<file path="config.mk">
export PLATFORM = sky130hd
export DESIGN_NAME = camera_update_scheduler
export DESIGN_NICKNAME = d
export VERILOG_FILES = /design/src/rtl/camera_update_scheduler.sv
export SDC_FILE = /design/constraint.sdc
export NUM_CORES = 1
export LEC_CHECK = 0
export ABC_AREA = 1
export BUFFER_PORTS_ARGS = -buffer_cell sky130_fd_sc_hd__buf_2
export CELL_PAD_IN_SITES_DETAIL_PLACEMENT = 0
export CELL_PAD_IN_SITES_GLOBAL_PLACEMENT = 1
export CORE_MARGIN = 3
export CORE_UTILIZATION = 40
export DETAILED_ROUTE_END_ITERATION = 8
export GPL_ROUTABILITY_DRIVEN = 0
export GPL_TIMING_DRIVEN = 0
export PLACE_DENSITY_LB_ADDON = 0.1
export SLEW_MARGIN = 40
export SYNTH_ARGS = -nofsm -noshare
export SYNTH_HDL_FRONTEND = slang
export SYNTH_SLANG_ARGS = --single-unit
</file>
<file path="constraint.sdc">
create_clock -name clk_camera -period 4.1 [get_ports clk_camera]
set_clock_uncertainty 0.1 [all_clocks]
set_input_delay 1.025 -clock clk_camera [delete_from_list [all_inputs] [get_ports clk_camera]]
set_output_delay 1.025 -clock clk_camera [all_outputs]
set_load 0.01 [all_outputs]
</file>
<file path="src/rtl/camera_update_scheduler.sv">
// Camera register-write scheduler: round-robin arbitration of several
// requesters into a pending-write FIFO, then one-at-a-time issue towards the
// I2C configurator with start timeout and inter-write gap enforcement.
module camera_update_scheduler #(
    parameter int unsigned NUM_REQ       = 4,
    parameter int unsigned FIFO_DEPTH    = 8,
    parameter int unsigned GAP_CYCLES    = 64,
    parameter int unsigned START_TIMEOUT = 1024
) (
    input  logic                          clk_camera,
    input  logic                          sys_rst_camera,
    input  logic [NUM_REQ-1:0]            req_valid,
    output logic [NUM_REQ-1:0]            req_ready,
    input  logic [16*NUM_REQ-1:0]         req_addr,
    input  logic [8*NUM_REQ-1:0]          req_data,
    output logic                          wr_valid,
    input  logic                          wr_ready,
    output logic [23:0]                   wr_reg,
    input  logic                          bus_active,
    output logic                          busy,
    output logic [$clog2(FIFO_DEPTH):0]   fifo_count,
    output logic                          timeout_err
);

    localparam int unsigned RW     = (NUM_REQ > 1) ? $clog2(NUM_REQ) : 1;
    localparam int unsigned CAND_W = RW + 1;
    localparam int unsigned AW     = $clog2(FIFO_DEPTH);
    localparam int unsigned CW     = AW + 1;
    localparam int unsigned TW     = $clog2(START_TIMEOUT) + 1;
    localparam int unsigned GW     = $clog2(GAP_CYCLES) + 1;

    typedef enum logic [2:0] {
        ST_IDLE,
        ST_ISSUE,
        ST_WAIT_START,
        ST_WAIT_DONE,
        ST_GAP
    } state_t;

    state_t          state;
    logic [RW-1:0]   rr_ptr;
    logic [RW-1:0]   grant_idx;
    logic            grant_found;
    logic [CAND_W-1:0] cand;
    logic [23:0]     push_word;
    logic            fifo_full;
    logic            push;
    logic            pop;
    logic [23:0]     mem [FIFO_DEPTH];
    logic [AW-1:0]   wr_ptr;
    logic [AW-1:0]   rd_ptr;
    logic [CW-1:0]   count;
    logic [TW-1:0]   timer;
    logic [GW-1:0]   gap_cnt;

    // Round-robin grant: first asserted request at or after rr_ptr, wrapping.
    always_comb begin
        grant_found = 1'b0;
        grant_idx   = '0;
        cand        = '0;
        for (int k = NUM_REQ - 1; k >= 0; k--) begin
            cand = {1'b0, rr_ptr} + CAND_W'(k);
            if (cand >= CAND_W'(NUM_REQ)) begin
                cand = cand - CAND_W'(NUM_REQ);
            end
            if (req_valid[cand[RW-1:0]]) begin
                grant_found = 1'b1;
                grant_idx   = cand[RW-1:0];
            end
        end
    end

    // Payload of the granted requester.
    always_comb begin
        push_word = '0;
        for (int i = 0; i < NUM_REQ; i++) begin
            if (grant_idx == RW'(i)) begin
                push_word = {req_addr[i*16 +: 16], req_data[i*8 +: 8]};
            end
        end
    end

    // Accept only when the FIFO has room at the start of the cycle; a
    // same-cycle pop does not free a slot for the push.
    assign fifo_full = (count == CW'(FIFO_DEPTH));
    assign push      = grant_found && !fifo_full && !sys_rst_camera;
    assign pop       = (state == ST_ISSUE) && wr_valid && wr_ready;
    assign req_ready = push ? (NUM_REQ'(1) << grant_idx) : '0;

    assign fifo_count = count;
    assign busy       = (count != '0) || (state != ST_IDLE);

    // Round-robin pointer advances past the winner on each accepted write.
    always_ff @(posedge clk_camera or posedge sys_rst_camera) begin
        if (sys_rst_camera) begin
            rr_ptr <= '0;
        end else if (push) begin
            rr_ptr <= (grant_idx == RW'(NUM_REQ - 1)) ? '0 : grant_idx + 1'b1;
        end
    end

    // FIFO storage; contents need no reset since occupancy gates every read.
    always_ff @(posedge clk_camera) begin
        if (push) begin
            mem[wr_ptr] <= push_word;
        end
    end

    // FIFO pointers and occupancy.
    always_ff @(posedge clk_camera or posedge sys_rst_camera) begin
        if (sys_rst_camera) begin
            wr_ptr <= '0;
            rd_ptr <= '0;
            count  <= '0;
        end else begin
            if (push) begin
                wr_ptr <= wr_ptr + 1'b1;
            end
            if (pop) begin
                rd_ptr <= rd_ptr + 1'b1;
            end
            case ({push, pop})
                2'b10:   count <= count + 1'b1;
                2'b01:   count <= count - 1'b1;
                default: count <= count;
            endcase
        end
    end

    // Issue FSM: present head, wait for the I2C transaction, then hold off.
    always_ff @(posedge clk_camera or posedge sys_rst_camera) begin
        if (sys_rst_camera) begin
            state       <= ST_IDLE;
            wr_valid    <= 1'b0;
            wr_reg      <= '0;
            timer       <= '0;
            gap_cnt     <= '0;
            timeout_err <= 1'b0;
        end else begin
            unique case (state)
                ST_IDLE: begin
                    if ((count != '0) && !bus_active) begin
                        wr_valid <= 1'b1;
                        wr_reg   <= mem[rd_ptr];
                        state    <= ST_ISSUE;
                    end
                end
                ST_ISSUE: begin
                    if (wr_ready) begin
                        wr_valid <= 1'b0;
                        timer    <= '0;
                        state    <= ST_WAIT_START;
                    end
                end
                ST_WAIT_START: begin
                    if (bus_active) begin
                        state <= ST_WAIT_DONE;
                    end else if (timer == TW'(START_TIMEOUT - 1)) begin
                        timeout_err <= 1'b1;
                        gap_cnt     <= '0;
                        state       <= ST_GAP;
                    end else begin
                        timer <= timer + 1'b1;
                    end
                end
                ST_WAIT_DONE: begin
                    if (!bus_active) begin
                        gap_cnt <= '0;
                        state   <= ST_GAP;
                    end
                end
                ST_GAP: begin
                    if (gap_cnt == GW'(GAP_CYCLES - 1)) begin
                        state <= ST_IDLE;
                    end else begin
                        gap_cnt <= gap_cnt + 1'b1;
                    end
                end
                default: state <= ST_IDLE;
            endcase
        end
    end

endmodule

</file>
# After elaboration in Yosys (flattened, before gate mapping)

Memory sizes are Yosys's and may differ from the RTL's. A register that Yosys moved wholly into a read port is not among the register bits.
Index checks and enable logic that the tools add are counted.
Widths: inputs -> output; s select.

Register bits after elaboration: 35
Bits in writable memories: 192
Logic and storage cells: 126
Input bits: 104
Memories: 1

$add $sub $neg: 14
Bitwise gates (word level): 1
Shift-type cells: 1
Reductions and logical operators: 23
Muxes and demuxes: 48
Magnitude comparators: 8
Equality and inequality tests: 21

Memories:

| name | words | width | read ports | clocked after memory_dff | write ports | line | RTL |
|---|---|---|---|---|---|---|---|
| mem  | 8     | 24    | 1          | 1                        | 1           | 49   | `logic [23:0] mem [FIFO_DEPTH];` |

Operator list:

| operator              | number |
|---|---|
| $mux 24               | 4 |
| $mux 11               | 3 |
| $mux 7                | 4 |
| $pmux 11 s2           | 1 |
| $pmux 7 s3            | 1 |
| $mux 2                | 9 |
| $mux 3                | 6 |
| $ne 2x2->1 const B    | 8 |
| $pmux 3 s5            | 1 |
| $lt 2x3->1 const B    | 4 |
| $mux 1                | 12 |
| $add 11x1->11 const B | 1 |
| $eq 11x10->1 const B  | 1 |
| $reduce_and 5->1      | 2 |
| $ge 3x3->1 const B    | 3 |
| $bmux 1 s2            | 4 |
| $pmux 4 s2            | 1 |
| $sub 2x1->2 const B   | 4 |
| $add 7x1->7 const B   | 1 |
| $eq 7x6->1 const B    | 1 |
| $add 2x2->3 const B   | 2 |
| $add 3x1->3 const B   | 2 |
| $eq 2x2->1 const B    | 3 |
| $eq 3x2->1 const B    | 2 |
| other kinds (25)      | 36 |

# Longest topological paths before layout

Depth in word-level cells: 14
Depth in mapped cells: 18
Depth with buffers taken out: 15

# Worst setup path after synthesis

OpenSTA, ideal clock, no wires.

Kind: input-to-reg
Start: in sys_rst_camera
End: mem mem[4][0] (enable)
Required time: 3,565 ps
Stages on the path: 6
Setup time: 435 ps
Arrival time: 4,495 ps
Path slack: -931 ps
Path through: inv_1 -> nand2_1 -> inv_1 -> nand2_4 -> buf_8 -> nor3_1

Cells in the longest elaborated chain, start to end: 4

Ends and longest elaborated chain:

| item                         | line | RTL |
|---|---|---|
| from (decl)                  | 11   | `input logic sys_rst_camera,` |
| $logic_not 1->1 (no line)    | --   |  |
| $logic_and 1x1->1            | 86   | `assign push = grant_found && !fifo_full && !sys_rst_camera;` |
| $mux 1                       | 104  | `if (push) begin` |
| $mux 1 (implied by the code) | 105  | `mem[wr_ptr] <= push_word;` |
| to (decl)                    | 49   |  |

Every way passes these cells.

# Final worst setup path

Start: in req_valid[1]
End: out req_ready[3]

Cells in the longest elaborated chain, start to end: 9
Elaborated cells between the ends (all ways): 20
Those cells by class: shift (1); mux (17); reduce/logical (2)

Ends and longest elaborated chain:

| item                            | line | RTL |
|---|---|---|
| from (decl)                     | 12   | `input logic [NUM_REQ-1:0] req_valid,` |
| $bmux 1 s2                      | 66   | `if (req_valid[cand[RW-1:0]]) begin` |
| $mux 1 (implied by the code)    | 66   |  |
| $mux 1 (4 in series)            | 66   |  |
| $logic_and 1x1->1 (2 in series) | 86   |  |
| $mux 4 (*)                      | 88   | `assign req_ready = push ? (NUM_REQ'(1) << grant_idx) : '0;` |
| to (decl)                       | 13   | `output logic [NUM_REQ-1:0] req_ready,` |

Mark *: on every way between the ends. The rest lies on a longest branch, timed or not. The select of a mux whose other input is x is not followed.

==> metrics.md <==
| Metric | Value |
|---|---|
| Number of warnings printed during yosys synthesis | `0` |
| Sequential-to-total area share from yosys stat | `a little under two thirds` |
| Count of hold-fix buffers inserted at cts | `0` |
| Placeable Area | `roughly 0.027 mm²` |
| Instance count of the mapped netlist | `approximately 1100` |
| Actual slew at the worst max-slew pin | `0.840 ns` |
| Wire length of the first global-routing pass | `slightly below 50 mm` |
| Initial cell density of the core | `approximately two fifths` |
| Switching share of power | `roughly 42%` |
| # diodes | `0` |
| Cell count of the worst reg-to-reg path | `15` |
| Power per Cell Area | `939 mW/mm²` |
| H-Tree Level Count | `1` |
| Launching point of the worst reg2reg path | `rr_ptr[0]$_DFFE_PP0P_` |
| Kind of launch point of the worst setup path | `primary input` |
| Vias in the first global route | `~8500` |
| Antenna violations before repair | `0` |
| Total via count in the routed design | `~8400` |
| Met2 Track Usage GR | `about a third` |
| Global-route total usage across every layer | `between 20% and 30%` |
| Clock Power Share | `between 15 and 20%` |
| Flop-to-flop setup slack | `about 0.45 ns` |
| Syn_nets | `about 1200` |
| Number of design rule violations left after detail routing | `0` |
| Final critical-path share of the clock period | `just over 90%` |
| Cell-internal power | `~7.5 mW` |
| Number of detailed-route iterations in the first pass | `5` |
| # setup viols final | `0` |
| Number of synthesized register bits | `around 250` |
| Routing usage on met1 | `around 28%` |
| Clock insertion delay at the later pin of the skew report | `0.53 ns` |
| Leading cell types in the layout, fill and taps excluded | `sky130_fd_sc_hd__nand2_1, sky130_fd_sc_hd__edfxtp_1, sky130_fd_sc_hd__buf_2, sky130_fd_sc_hd__o21ai_0, sky130_fd_sc_hd__nor2_1` |
| Reg-to-reg endpoint | `mem[6][21]$_DFFE_PP_` |
| Outcome | `complete, no violations` |
| Grt met3 use | `3.69%` |
| TritonCTS Sinks | `around 250` |
| Global-route layer with the greatest usage | `met2` |
| Total detailed-routing wirelength | `31.1 mm` |
| Final design utilization | `between 50% and 60%` |
| Clock buffers created by TritonCTS | `27` |
| Aggregate global routing overflow | `0` |
| Root buffer cell | `sky130_fd_sc_hd__clkbuf_16` |
| Power dissipated by switching net loads | `~5.5 mW` |
| Endpoint type of the worst setup path | `output port` |
| Die area | `around 0.030 mm²` |
| TritonCTS clock tree | `yes` |
| Post-detail-place hpwl | `about 22 mm` |
| Hold Vio Cnt, Final | `0` |
| Residual antenna-violating net count after detailed routing | `0` |
| Rows | `60` |
| Clock Pin Slew Worst Setup and Hold Paths | `~0.060 ns` |
| Detailed-route wire length per cell | `approximately 19 µm` |
| Reg power frac | `between 30% and 40%` |
| Vertical die dimension | `174 µm` |
| Combined area of all synthesized cells | `around 0.011 mm²` |
| Top achievable clock speed | `0.261 GHz` |
| Distinct cell type count of the synthesized netlist | `39` |
| Type of the most critical hold path | `primary input to asynchronous set/reset pin` |
| Max Cap Viol | `0` |
| Port bufs | `approximately 140` |
| CP max FO | `13` |
| Iter 0 DRT Violations | `521` |
| Portion of total power attributed to combinational logic | `a little under half` |
| Die X | `roughly 170 µm` |
| Worst hold margin | `approximately 0.34 ns` |
| Library cell occupying the most area in the post-synthesis netlist | `sky130_fd_sc_hd__edfxtp_1` |
| Top post-synthesis cells by area | `sky130_fd_sc_hd__edfxtp_1, sky130_fd_sc_hd__dfrtp_1, sky130_fd_sc_hd__nand2_1` |
| Average footprint of a synthesized cell | `between 10 and 15 µm²` |
| Number of buffers between clock root and the deepest sink | `3` |
| Final net count | `~1400` |
| RSZ-0062 raised after global routing | `false` |
| Leakage power | `approximately 5.5 nW` |
| Arrival time reported for the critical path endpoint | `2.70 ns` |
| WS Path Type | `primary input to output port` |
| Share of layout cells above drive strength 1 | `between 20% and 30%` |
| Pin count of the biggest net entering global routing | `24` |
| Most common cell after layout, fill and taps aside | `sky130_fd_sc_hd__nand2_1` |
| Endpoint required time on the critical path | `slightly below 3 ns` |
| Via-to-Cell Ratio | `5.10` |
| Rel. slew slack | `between 40 and 50%` |
| Post-layout min period | `approximately 3.8 ns` |
| Number of flip-flops in the largest register | `192` |
| Top cell type's share of synthesized area | `51.0%` |
| Maximum resistive drop on vdd | `0.000690 V` |
| Final Max Slew Viols | `0` |
| Number of I/O pins | `139` |
| Post-synthesis to final-layout area growth | `21.4%` |
==> cell usage after synthesis, drive strengths merged <==
| master | number |
|---|---|
| a21oi | 27 |
| nand3b | 1 |
| nand3 | 48 |
| xor2 | 15 |
| and2 | 1 |
| dfrtp | 59 |
| nor2 | 128 |
| nand2 | 237 |
| clkbuf | 36 |
| o21ai | 164 |
| or2 | 4 |
| inv | 47 |
| o31ai | 1 |
| nand4 | 4 |
| buf | 23 |
| a31o | 1 |
| ha | 11 |
| nor3 | 12 |
| o221ai | 48 |
| edfxtp | 192 |
| xnor2 | 3 |
==> through the flow <==
stage	worst slack, ns	power [mW]	TNS (ns)	instances	area (µm²)
after global placement	-1.35	10.4	-230.87	1572	12500
after CTS	0.101	12.9	0	1643	13700
after global routing	0.0325	13.8	0	1644	13700
after floorplan	0.364	8.30	0	1062	11400
after detailed placement	-0.380	10.6	-2.22	1596	12900
final	0.273	12.9	0	1644	13700
==> final cells by class <==
cell class                 instances  area, µm²
multi-input combinational        705       3680
sequential                       251       7240
inverter                          47        186
fill                            2551      13700
clock buffer                      32        694
tap                              372        465
clock inverter                    18        146
timing repair buffer             163       1010
buffer                            56        314
==> how the worst max path moves through the flow <==
stage | start | endpoint | slack, ns | cells after the start
floorplan | req_valid[1] | req_ready[3] | 0.36 | 13
global placement | sys_rst_camera | mem[3][17]$_DFFE_PP_ | -1.35 | 7
detailed placement | req_valid[1] | req_ready[3] | -0.38 | 15
CTS | req_valid[1] | req_ready[3] | 0.10 | 14
global route | req_valid[1] | req_ready[3] | 0.03 | 14
finish | req_valid[1] | req_ready[3] | 0.27 | 14
==> worst max-delay path: stages <==
cell                       delay [ns]
sky130_fd_sc_hd__buf_2           0.09
sky130_fd_sc_hd__inv_1           0.05
sky130_fd_sc_hd__o21ai_1         0.19
sky130_fd_sc_hd__nand2_2         0.12
sky130_fd_sc_hd__nand3_1         0.13
sky130_fd_sc_hd__nand2_1         0.06
sky130_fd_sc_hd__nand2_1         0.05
sky130_fd_sc_hd__nand2_1         0.10
sky130_fd_sc_hd__inv_1           0.14
sky130_fd_sc_hd__ha_4            0.23
sky130_fd_sc_hd__clkbuf_4        0.23
sky130_fd_sc_hd__inv_1           0.06
sky130_fd_sc_hd__nor2_1          0.09
sky130_fd_sc_hd__buf_2           0.14
==> repair_timing <==
action / 4_1_cts / 5_1_grt
buffers inserted: 0 / 1
resized for setup: 2 / 7
endpoints found under the setup margin: 3 / 2
==> logic make-up (layout without fill, tap and decap cells) <==
family / Yosys count / in the layout / synth area share [%]
buf+inv: 106 / 316 / 4.39
fa+ha+maj: 11 / 11 / 1.22
simple gates: 435 / 435 / 16.5
flops: 251 / 251 / 64.0
compound gates: 241 / 241 / 12.5
xor+xnor: 18 / 18 / 1.39
==> power groups by stage <==
| stage | clock network [mW] | registers, mW | logic (mW) |
|---|---|---|---|
| 2_1_floorplan | 0 | 4.83 | 3.46 |
| 3_3_place_gp | 0 | 4.85 | 5.55 |
| 3_5_place_dp | 0 | 4.84 | 5.76 |
| 4_1_cts | 2.34 | 4.79 | 5.75 |
| 5_1_grt | 2.46 | 4.85 | 6.53 |
| 6_report | 2.30 | 4.78 | 5.82 |
==> per-layer routing <==
layer,part of all wire (%),vias to the layer above
li1,-,4120
met1,44,3909
met2,46,305
met3,7.3,53
met4,2.2,0
met5,0,-
(Power assumes the default switching activity.)
